===== src/rtl/seg_display_arbiter_if.sv =====
`default_nettype none
// ============================================================================
//  Module   : seg_display_arbiter_if
//  Purpose  : Bundle of requester-side and display-side signals shared by the
//             four requesters and the seven-segment display arbiter.
//  Signals  : req      [3:0]  level request per requester
//             data     [63:0] packed values, requester i on data[16*i+:16]
//             grant    [3:0]  one-hot grant (all zero when idle)
//             owner    [1:0]  current or last owner index
//             disp_bin [15:0] value for the seven-segment driver
//             disp_en         display enable (0 = blank)
//             switch          one-cycle pulse on every new grant
//  Modports : master = requester side, slave = arbiter side
//  Revision : 1.0  initial release
// ============================================================================
interface seg_display_arbiter_if;
  logic [3:0]  req;
  logic [63:0] data;
  logic [3:0]  grant;
  logic [1:0]  owner;
  logic [15:0] disp_bin;
  logic        disp_en;
  logic        switch;

  modport master (
    output req, data,
    input  grant, owner, disp_bin, disp_en, switch
  );

  modport slave (
    input  req, data,
    output grant, owner, disp_bin, disp_en, switch
  );
endinterface
`default_nettype wire


===== src/rtl/seg_display_arbiter.sv =====
`default_nettype none
// ============================================================================
//  Module   : seg_display_arbiter
//  Purpose  : Round-robin time-sharing of one four-digit seven-segment display
//             between four requesters, with a guaranteed minimum dwell time.
//  Ports    : clk    system clock, rising edge
//             reset  asynchronous reset, active low
//             bus    seg_display_arbiter_if.slave (req/data in,
//                    grant/owner/disp_bin/disp_en/switch out, all registered)
//  Params   : HOLD_CYCLES  minimum cycles a granted requester keeps the display
//             CNT_W        dwell counter width, 2**CNT_W > HOLD_CYCLES-1
//  Revision : 1.0  initial release
// ============================================================================
module seg_display_arbiter #(
  parameter int HOLD_CYCLES = 25_000_000,
  parameter int CNT_W       = 25
) (
  input  logic                  clk,
  input  logic                  reset,
  seg_display_arbiter_if.slave  bus
);

  typedef enum logic [1:0] {
    ST_IDLE = 2'd0,
    ST_HOLD = 2'd1,
    ST_OPEN = 2'd2
  } state_t;

  localparam logic [CNT_W-1:0] c_cnt_load = CNT_W'(HOLD_CYCLES - 1);
  localparam logic [CNT_W-1:0] c_cnt_one  = CNT_W'(1);

  state_t           r_state;
  logic [1:0]       r_ptr;
  logic [CNT_W-1:0] r_cnt;
  logic [3:0]       r_grant;
  logic [1:0]       r_owner;
  logic [15:0]      r_bin;
  logic             r_en;
  logic             r_switch;

  logic [3:0]       w_others;
  logic [2:0]       w_idle_pick;
  logic [2:0]       w_busy_pick;
  logic             w_release;
  logic             w_take;
  logic [1:0]       w_win;

  // Returns {found, index} of the first set bit of r visiting start,
  // start+1, start+2, start+3 (mod 4). Iterating from the far end lets
  // the nearest candidate overwrite the result last.
  function automatic logic [2:0] rr_pick(input logic [3:0] r, input logic [1:0] start);
    logic [2:0] res;
    logic [1:0] idx;
    res = 3'b000;
    for (int k = 3; k >= 0; k--) begin
      idx = start + 2'(k);
      if (r[idx]) res = {1'b1, idx};
    end
    return res;
  endfunction

  function automatic logic [15:0] pick_slice(input logic [63:0] d, input logic [1:0] i);
    logic [15:0] s;
    case (i)
      2'd0:    s = d[15:0];
      2'd1:    s = d[31:16];
      2'd2:    s = d[47:32];
      default: s = d[63:48];
    endcase
    return s;
  endfunction

  // The owner's own bit is masked out, so the busy-state search from owner+1
  // only ever visits the three other requesters.
  assign w_others    = bus.req & ~(4'b0001 << r_owner);
  assign w_idle_pick = rr_pick(bus.req, r_ptr);
  assign w_busy_pick = rr_pick(w_others, r_owner + 2'd1);
  assign w_release   = ~bus.req[r_owner];

  // A new grant happens from IDLE on any request, in HOLD only once the
  // dwell has expired or the owner let go, and in OPEN on any other request.
  always_comb begin
    w_take = 1'b0;
    w_win  = r_owner;
    case (r_state)
      ST_IDLE: begin
        w_take = w_idle_pick[2];
        w_win  = w_idle_pick[1:0];
      end
      ST_HOLD: begin
        w_take = (w_release || (r_cnt == '0)) && w_busy_pick[2];
        w_win  = w_busy_pick[1:0];
      end
      ST_OPEN: begin
        w_take = w_busy_pick[2];
        w_win  = w_busy_pick[1:0];
      end
      default: begin
        w_take = 1'b0;
        w_win  = r_owner;
      end
    endcase
  end

  always_ff @(posedge clk or negedge reset) begin
    if (!reset) begin
      r_state  <= ST_IDLE;
      r_ptr    <= 2'd0;
      r_cnt    <= '0;
      r_grant  <= 4'b0000;
      r_owner  <= 2'd0;
      r_bin    <= 16'h0000;
      r_en     <= 1'b0;
      r_switch <= 1'b0;
    end else begin
      r_switch <= 1'b0;
      if (w_take) begin
        r_state  <= ST_HOLD;
        r_grant  <= 4'b0001 << w_win;
        r_owner  <= w_win;
        r_cnt    <= c_cnt_load;
        r_bin    <= pick_slice(bus.data, w_win);
        r_en     <= 1'b1;
        r_switch <= 1'b1;
      end else begin
        case (r_state)
          ST_IDLE: begin
            r_en  <= 1'b0;
            r_bin <= 16'h0000;
          end
          ST_HOLD, ST_OPEN: begin
            if (w_release) begin
              // Nobody else waiting: blank, keep owner, resume search after it.
              r_state <= ST_IDLE;
              r_grant <= 4'b0000;
              r_en    <= 1'b0;
              r_bin   <= 16'h0000;
              r_ptr   <= r_owner + 2'd1;
            end else begin
              r_bin <= pick_slice(bus.data, r_owner);
              if (r_state == ST_HOLD) begin
                if (r_cnt == '0) r_state <= ST_OPEN;
                else             r_cnt   <= r_cnt - c_cnt_one;
              end
            end
          end
          default: begin
            r_state <= ST_IDLE;
            r_grant <= 4'b0000;
            r_en    <= 1'b0;
            r_bin   <= 16'h0000;
          end
        endcase
      end
    end
  end

  assign bus.grant    = r_grant;
  assign bus.owner    = r_owner;
  assign bus.disp_bin = r_bin;
  assign bus.disp_en  = r_en;
  assign bus.switch   = r_switch;

endmodule
`default_nettype wire


===== src/flat_wrapper.sv =====
// flat-port wrapper written by rule: the top's interface ports become plain ports
module seg_display_arbiter_flat 
#(
  parameter int HOLD_CYCLES = 25_000_000,
  parameter int CNT_W       = 25
)
  (clk, reset, bus_req, bus_data, bus_grant, bus_owner, bus_disp_bin, bus_disp_en, bus_switch);
  seg_display_arbiter_if bus_i ();
  input  logic clk;
  input  logic reset;
  input wire logic [$bits(bus_i.req)-1:0] bus_req;
  input wire logic [$bits(bus_i.data)-1:0] bus_data;
  output wire logic [$bits(bus_i.grant)-1:0] bus_grant;
  output wire logic [$bits(bus_i.owner)-1:0] bus_owner;
  output wire logic [$bits(bus_i.disp_bin)-1:0] bus_disp_bin;
  output wire logic [$bits(bus_i.disp_en)-1:0] bus_disp_en;
  output wire logic [$bits(bus_i.switch)-1:0] bus_switch;
  assign bus_i.req = bus_req;
  assign bus_i.data = bus_data;
  assign bus_grant = bus_i.grant;
  assign bus_owner = bus_i.owner;
  assign bus_disp_bin = bus_i.disp_bin;
  assign bus_disp_en = bus_i.disp_en;
  assign bus_switch = bus_i.switch;
  seg_display_arbiter #(.HOLD_CYCLES(HOLD_CYCLES), .CNT_W(CNT_W)) u_core (.clk(clk), .reset(reset), .bus(bus_i));
endmodule

===== config.mk =====
export PLATFORM = sky130hd
export DESIGN_NAME = seg_display_arbiter_flat
export DESIGN_NICKNAME = d
export VERILOG_FILES = /design/src/rtl/seg_display_arbiter_if.sv /design/src/rtl/seg_display_arbiter.sv /design/src/flat_wrapper.sv
export SDC_FILE = /design/constraint.sdc
export NUM_CORES = 1
export LEC_CHECK = 0
export ABC_AREA = 0
export CORE_UTILIZATION = 58
export CTS_CLUSTER_DIAMETER = 200
export DETAILED_ROUTE_END_ITERATION = 6
export GPL_TIMING_DRIVEN = 0
export PLACE_DENSITY = 0.87
export SLEW_MARGIN = 10
export SYNTH_ARGS = -nofsm -noshare
export SYNTH_HDL_FRONTEND = slang
export SYNTH_SLANG_ARGS = --single-unit

===== constraint.sdc =====
create_clock -name clk -period 7.1 [get_ports clk]
set_input_delay 1.065 -clock clk [delete_from_list [all_inputs] [get_ports clk]]
set_output_delay 1.065 -clock clk [all_outputs]
set_load 0.01 [all_outputs]

Word-level counts from Yosys, hierarchy flattened
Index checks and enable logic that the tools add are counted.
- eq/ne operators: 11
- shift-type cells: 2
- reduce and logical (&&, ||, !) cells: 14
- mux-type cells: 50
- $add $sub $neg: 8
- bitwise operators: 4
- order comparisons: 9
- operators with widths (operator ; count):
    $mux 25 ; 5
    $pmux 16 s3 ; 2
    $mux 16 ; 3
    $lt 2x3->1 const B ; 9
    $logic_not 25->1 ; 1
    $sub 25x1->25 const B ; 1
    $mux 3 ; 8
    $bmux 1 s2 ; 9
    $mux 1 ; 13
    $add 2x2->2 const B ; 4
    $mux 2 ; 4
    $mux 4 ; 2
    $ne 4x3->1 const B ; 2
    $pmux 2 s2 ; 2
    $pmux 4 s2 ; 1
    $shl 1x2->4 const A ; 2
    $add 2x1->2 const B ; 3
    $eq 2x1->1 const B ; 3
    $eq 2x2->1 const B ; 3
    $logic_not 2->1 ; 3
    $reduce_and 3->1 ; 2
    $reduce_bool 2->1 ; 3
    $and 4x4->4 ; 1
    $ne 2x1->1 const B ; 2
    9 further kinds ; 10
- output and inout bits: 24
- bits in registers: 53

Longest topological paths before layout
- depth in word-level cells: 13
- mapped depth: 12
- gate-level depth less buffers: 9

Least setup slack after synthesis
Ideal clock, no wire load.
- path type: input to register
- from: in bus_req[0]
- to: reg u_core.r_bin[10], in the netlist u_core.bus.disp_bin[10]
- required time: 7.014 ns
- buffers on the path: 3
- arrival time: 3.007 ns
- cell stages on the path: 9
- path slack: 4.007 ns
- setup time: 0.086 ns
- path through: buf_2 > nor2b_1 > a2111oi_4 > a311oi_4 > nand2_4 > or3_1 > buf_2 > buf_6 > o221ai_2
- word-level cells in the longest chain between the ends: 11
- elaborated cells between the ends (all ways): 39
- RTL lines (item ; line ; text):
    start, declared ; flat_wrapper.sv:11 ; input wire logic [$bits(bus_i.req)-1:0] bus_req;
    $and 4x4->4 ; seg_display_arbiter.sv:75 ; assign w_others = bus.req & ~(4'b0001 << r_owner);
    $bmux 1 s2 ; seg_display_arbiter.sv:57 ; if (r[idx]) res = {1'b1, idx};
    $mux 1 (implied by the code) ; seg_display_arbiter.sv:57 ;
    $mux 3 (4 in a row) ; seg_display_arbiter.sv:57 ;
    $pmux 2 s2 ; seg_display_arbiter.sv:85 ; case (r_state)
    $eq 2x2->1 (tied with other cells) ; seg_display_arbiter.sv:64 ; case (i)
    $pmux 16 s3 ; seg_display_arbiter.sv:64 ;
    $mux 16 (*) ; seg_display_arbiter.sv:117 ; if (w_take) begin
    end signal, assigned ; seg_display_arbiter.sv:122 ; r_bin <= pick_slice(bus.data, w_win);
    end signal, assigned ; seg_display_arbiter.sv:140 ; r_bin <= pick_slice(bus.data, r_owner);
    end, declared ; seg_display_arbiter.sv:37 ; logic [15:0] r_bin;
Every way passes the cells marked *; elsewhere a longest branch is shown, timed or not. The select of a mux whose other input is x is not followed.
A chain may end at the register's enable or synchronous reset.

Final worst setup path
- from: in bus_req[2]
- to: reg u_core.r_bin[4], in the netlist u_core.bus.disp_bin[4]
The elaborated chain is that of the path after synthesis.

==> results by group <==
Outcome
  – Status: completed

CTS
  – Clock transition at the registers of the reported paths: 120 ps
  – Post-CTS Setup Inserts: 0
  – Clock Tree Buf Depth: 2
  – Clk_lat worst skew: approximately 330 ps
  – CTS HTree Levels: 2
  – Root Buffer: clkbuf_8
  – Resize count post-CTS: 0
  – Sink Count: 53
  – TritonCTS clock tree: done
  – CTS buffer count: 5
  – Hold Buf Count CTS: 0

Detailed routing
  – Wirelength, routed: between 15000 and 20000 microns
  – DRT antenna net count: 0
  – Pre-Repair DR Iteration Count: 7
  – Average routed wire per standard cell: 22.06 microns
  – Avg Vias per Cell: between 7 and 8
  – DRC: 0
  – Via count: between 6000 and 7000
  – First DRT Iteration DRCs: roughly 940

Cells and area
  – Layout cells sized above 1: 0.08172
  – Non-filler instance count after layout: 827
  – Nets: 801
  – Layout area overhead: 23.78%
  – Diodes inserted: 0
  – Final Cell Area: 6285 sq um

Pwr
  – PwrDens: 419.3 nW/um^2
  – Maximum vdd drop: about 250 uV
  – Lkg Pwr: around 2.2 nW

Logic synthesis
  – Sequential fraction of the synthesis area: 0.2612
  – EDFF count, synth: 0
  – Syn_nets: 700
  – Ranking of synthesized cells by area: dfrtp_1 (26%), o2111ai_1 (6.0%), nor3b_1 (5.2%)
  – Synth Warn #: 0
  – Largest area contributor in the synthesized netlist: dfrtp_1
  – Synth cell types: 74
  – Post-Synthesis Cell Area: between 5000 and 6000 sq um
  – Mean area per synthesized cell: between 8 and 9 sq um
  – Synth top area share: 0.2612
  – Asr flop ratio synth: 1.000
  – Synthesized flop and latch total: 53
  – Main synth FF type: dfrtp_1
  – Post-synthesis cell count: between 600 and 700

Floorplanning
  – Full die area: ~9100 sq um
  – Core Box Area: 8341 sq um
  – # IOs: 94
  – Die height: between 90 and 100 microns
  – Starting Density: 0.6088
  – Cell Rows: 33
  – Die Width: 95.57 microns

Placement
  – Placer Congestion: approximately 1.0
  – HPWL Detailed: 13090 microns
  – IO Port Bufs: 92
  – DP Area: a little over 6000 sq um
  – Placed insts: between 800 and 900

Timing
  – RSZ-0062 raised after global routing: false
  – Tightest Pin Transition: slightly above 800 ps
  – Slew margin rel.: 0.4597
  – Fmax: about 0.25 GHz
  – Final min period: 3942 ps
  – Clk_skew: 13.80 ps
  – Setup_tns: 0 ps
  – Final Slew Violations: 0
  – Setup violations, final: 0
  – Final hold violation count: 0
  – Final Cycle Share: 0.5552

Critical path
  – CP Capture Type: register
  – Reg2reg start: u_core.bus.owner[0]$_DFFE_PN0P_
  – Crit path from: bus_req[2]
  – Critical Path Fanout Max: 10
  – Crit start category: primary input
  – Arrival @ worst endpoint: about 4100 ps
  – Req. time, crit path: about 7300 ps
  – Kind of critical path: primary input to register
  – Worst Reg2Reg Path Length in Cells: 12

Global routing
  – GRT Resource Usage Total: 0.4039
  – Vias in the first global route: 6016
  – Gr ovfl total: 0
  – Global-route wire length before repair: between 20000 and 30000 microns
  – Initial antenna violation count: 0
  – Largest net degree at the start of global routing: 24

Flow run
  – Max-capacitance violation count: 0

Min path
  – Hold Crit Depth: 1
  – HP Start: u_core.bus.grant[1]$_DFFE_PN0P_
  – Hold Path Class: register to register
cell usage after synthesis (3+ instances only):
cell       count
buf_2         11
o221ai_1       6
nand2_1       46
o31ai_1       11
or4_1         14
nor2_1        33
a32o_1         4
or3_1         23
nand3_1        8
o221ai_2      10
a22oi_1       32
nor3_1        40
buf_1          7
inv_1         11
ha_1          10
and4_1         6
a222oi_1      16
nand4b_1       3
nor3b_1       35
a31oi_1        9
nor4_1         6
clkbuf_1      43
dfrtp_1       53
o21ai_0       50
a21oi_1       32
o2111ai_1     35
nor2b_1        4
flip-flops by register name (all words and copies together), names as in the netlist:
signal               flops
u_core.bus.owner         2
u_core.bus.disp_en       1
u_core.r_cnt            25
u_core.bus.switch        1
u_core.bus.disp_bin     16
u_core.r_state           2
u_core.bus.grant         4
u_core.r_ptr             2
cell type report:
type	instances	area (sq um)
Timing Repair Buffer	94	963.4
Multi-Input combinational cell	492	3445
Buffer	63	261.5
Sequential cell	53	1326
Tap cell	105	131.4
Fill cell	593	2056
Inverter	12	45.04
Clock buffer	5	68.82
Clock inverter	3	43.79
per-stage QoR:
| stage | setup WS, ps | util | power [mW] | hold slack [ps] |
|---|---|---|---|---|
| after CTS | 3274 | 0.7535 | 2.560 | 520.1 |
| after detailed placement | 2952 | 0.7400 | 2.328 | 494.8 |
| after global routing | 3034 | 0.7535 | 2.766 | 538.0 |
| final | 3158 | 0.7535 | 2.635 | 510.2 |
| after floorplan | 4007 | - | 1.733 | 505.0 |
| after global placement | 3011 | 0.7349 | 2.280 | 483.3 |
worst max-delay path, stage by stage:
cell and delay, ps:
clkdlybuf4s50_1 530, o41ai_4 600, nor2b_1 340, o311ai_2 210, nand2_4 170, inv_2 110
o21ai_1 450, buf_2 450, o221ai_1 190
final timing paths:
| check | slack [ps] | end |
|---|---|---|
| max reg2reg | 3180 | u_core.bus.disp_bin[4]$_DFF_PN0_ |
| max in group asynchronous | 5830 | u_core.r_cnt[20]$_DFFE_PN0P_ |
| min | 510 | u_core.bus.grant[1]$_DFFE_PN0P_ |
| min reg2reg | 510 | u_core.bus.grant[1]$_DFFE_PN0P_ |
| min in group asynchronous | 630 | u_core.bus.disp_bin[1]$_DFF_PN0_ |
| max | 3160 | u_core.bus.disp_bin[4]$_DFF_PN0_ |
power breakdown:
group          switching (mW)  internal (mW)  leakage, nW
logic                    1.25          0.727         1.53
clock network           0.117          0.106       0.0585
registers              0.0517          0.380        0.622
total                    1.42           1.21         2.21
cell usage in the layout (no fill, tap or decap), drive strengths merged, types with 32 or more instances in the layout:
cell type	n
a21oi	32
a22oi	32
clkbuf	48
clkdlybuf4s50	91
dfrtp	53
nand2	47
nor2	33
nor3	40
nor3b	38
o2111ai	35
o21ai	52
routing by layer:
layer,wire length [microns],vias to the layer above,share of wire,global-route usage
li1,-,2703,-,-
met1,6653,2860,0.36,0.4731
met2,8404,527,0.46,0.6726
met3,2224,126,0.12,0.09091
met4,960,0,0.053,0.2388
met5,0,-,0,0
kinds of logic after synthesis:
| group | Yosys count | share of synthesized area |
|---|---|---|
| fa+ha+maj | 10 | 0.02464 |
| buf+inv | 75 | 0.06037 |
| compound gates | 234 | 0.3576 |
| flops | 53 | 0.2612 |
| simple gates | 244 | 0.2854 |
| mux | 4 | 0.01084 |
(Power assumes the default switching activity.)
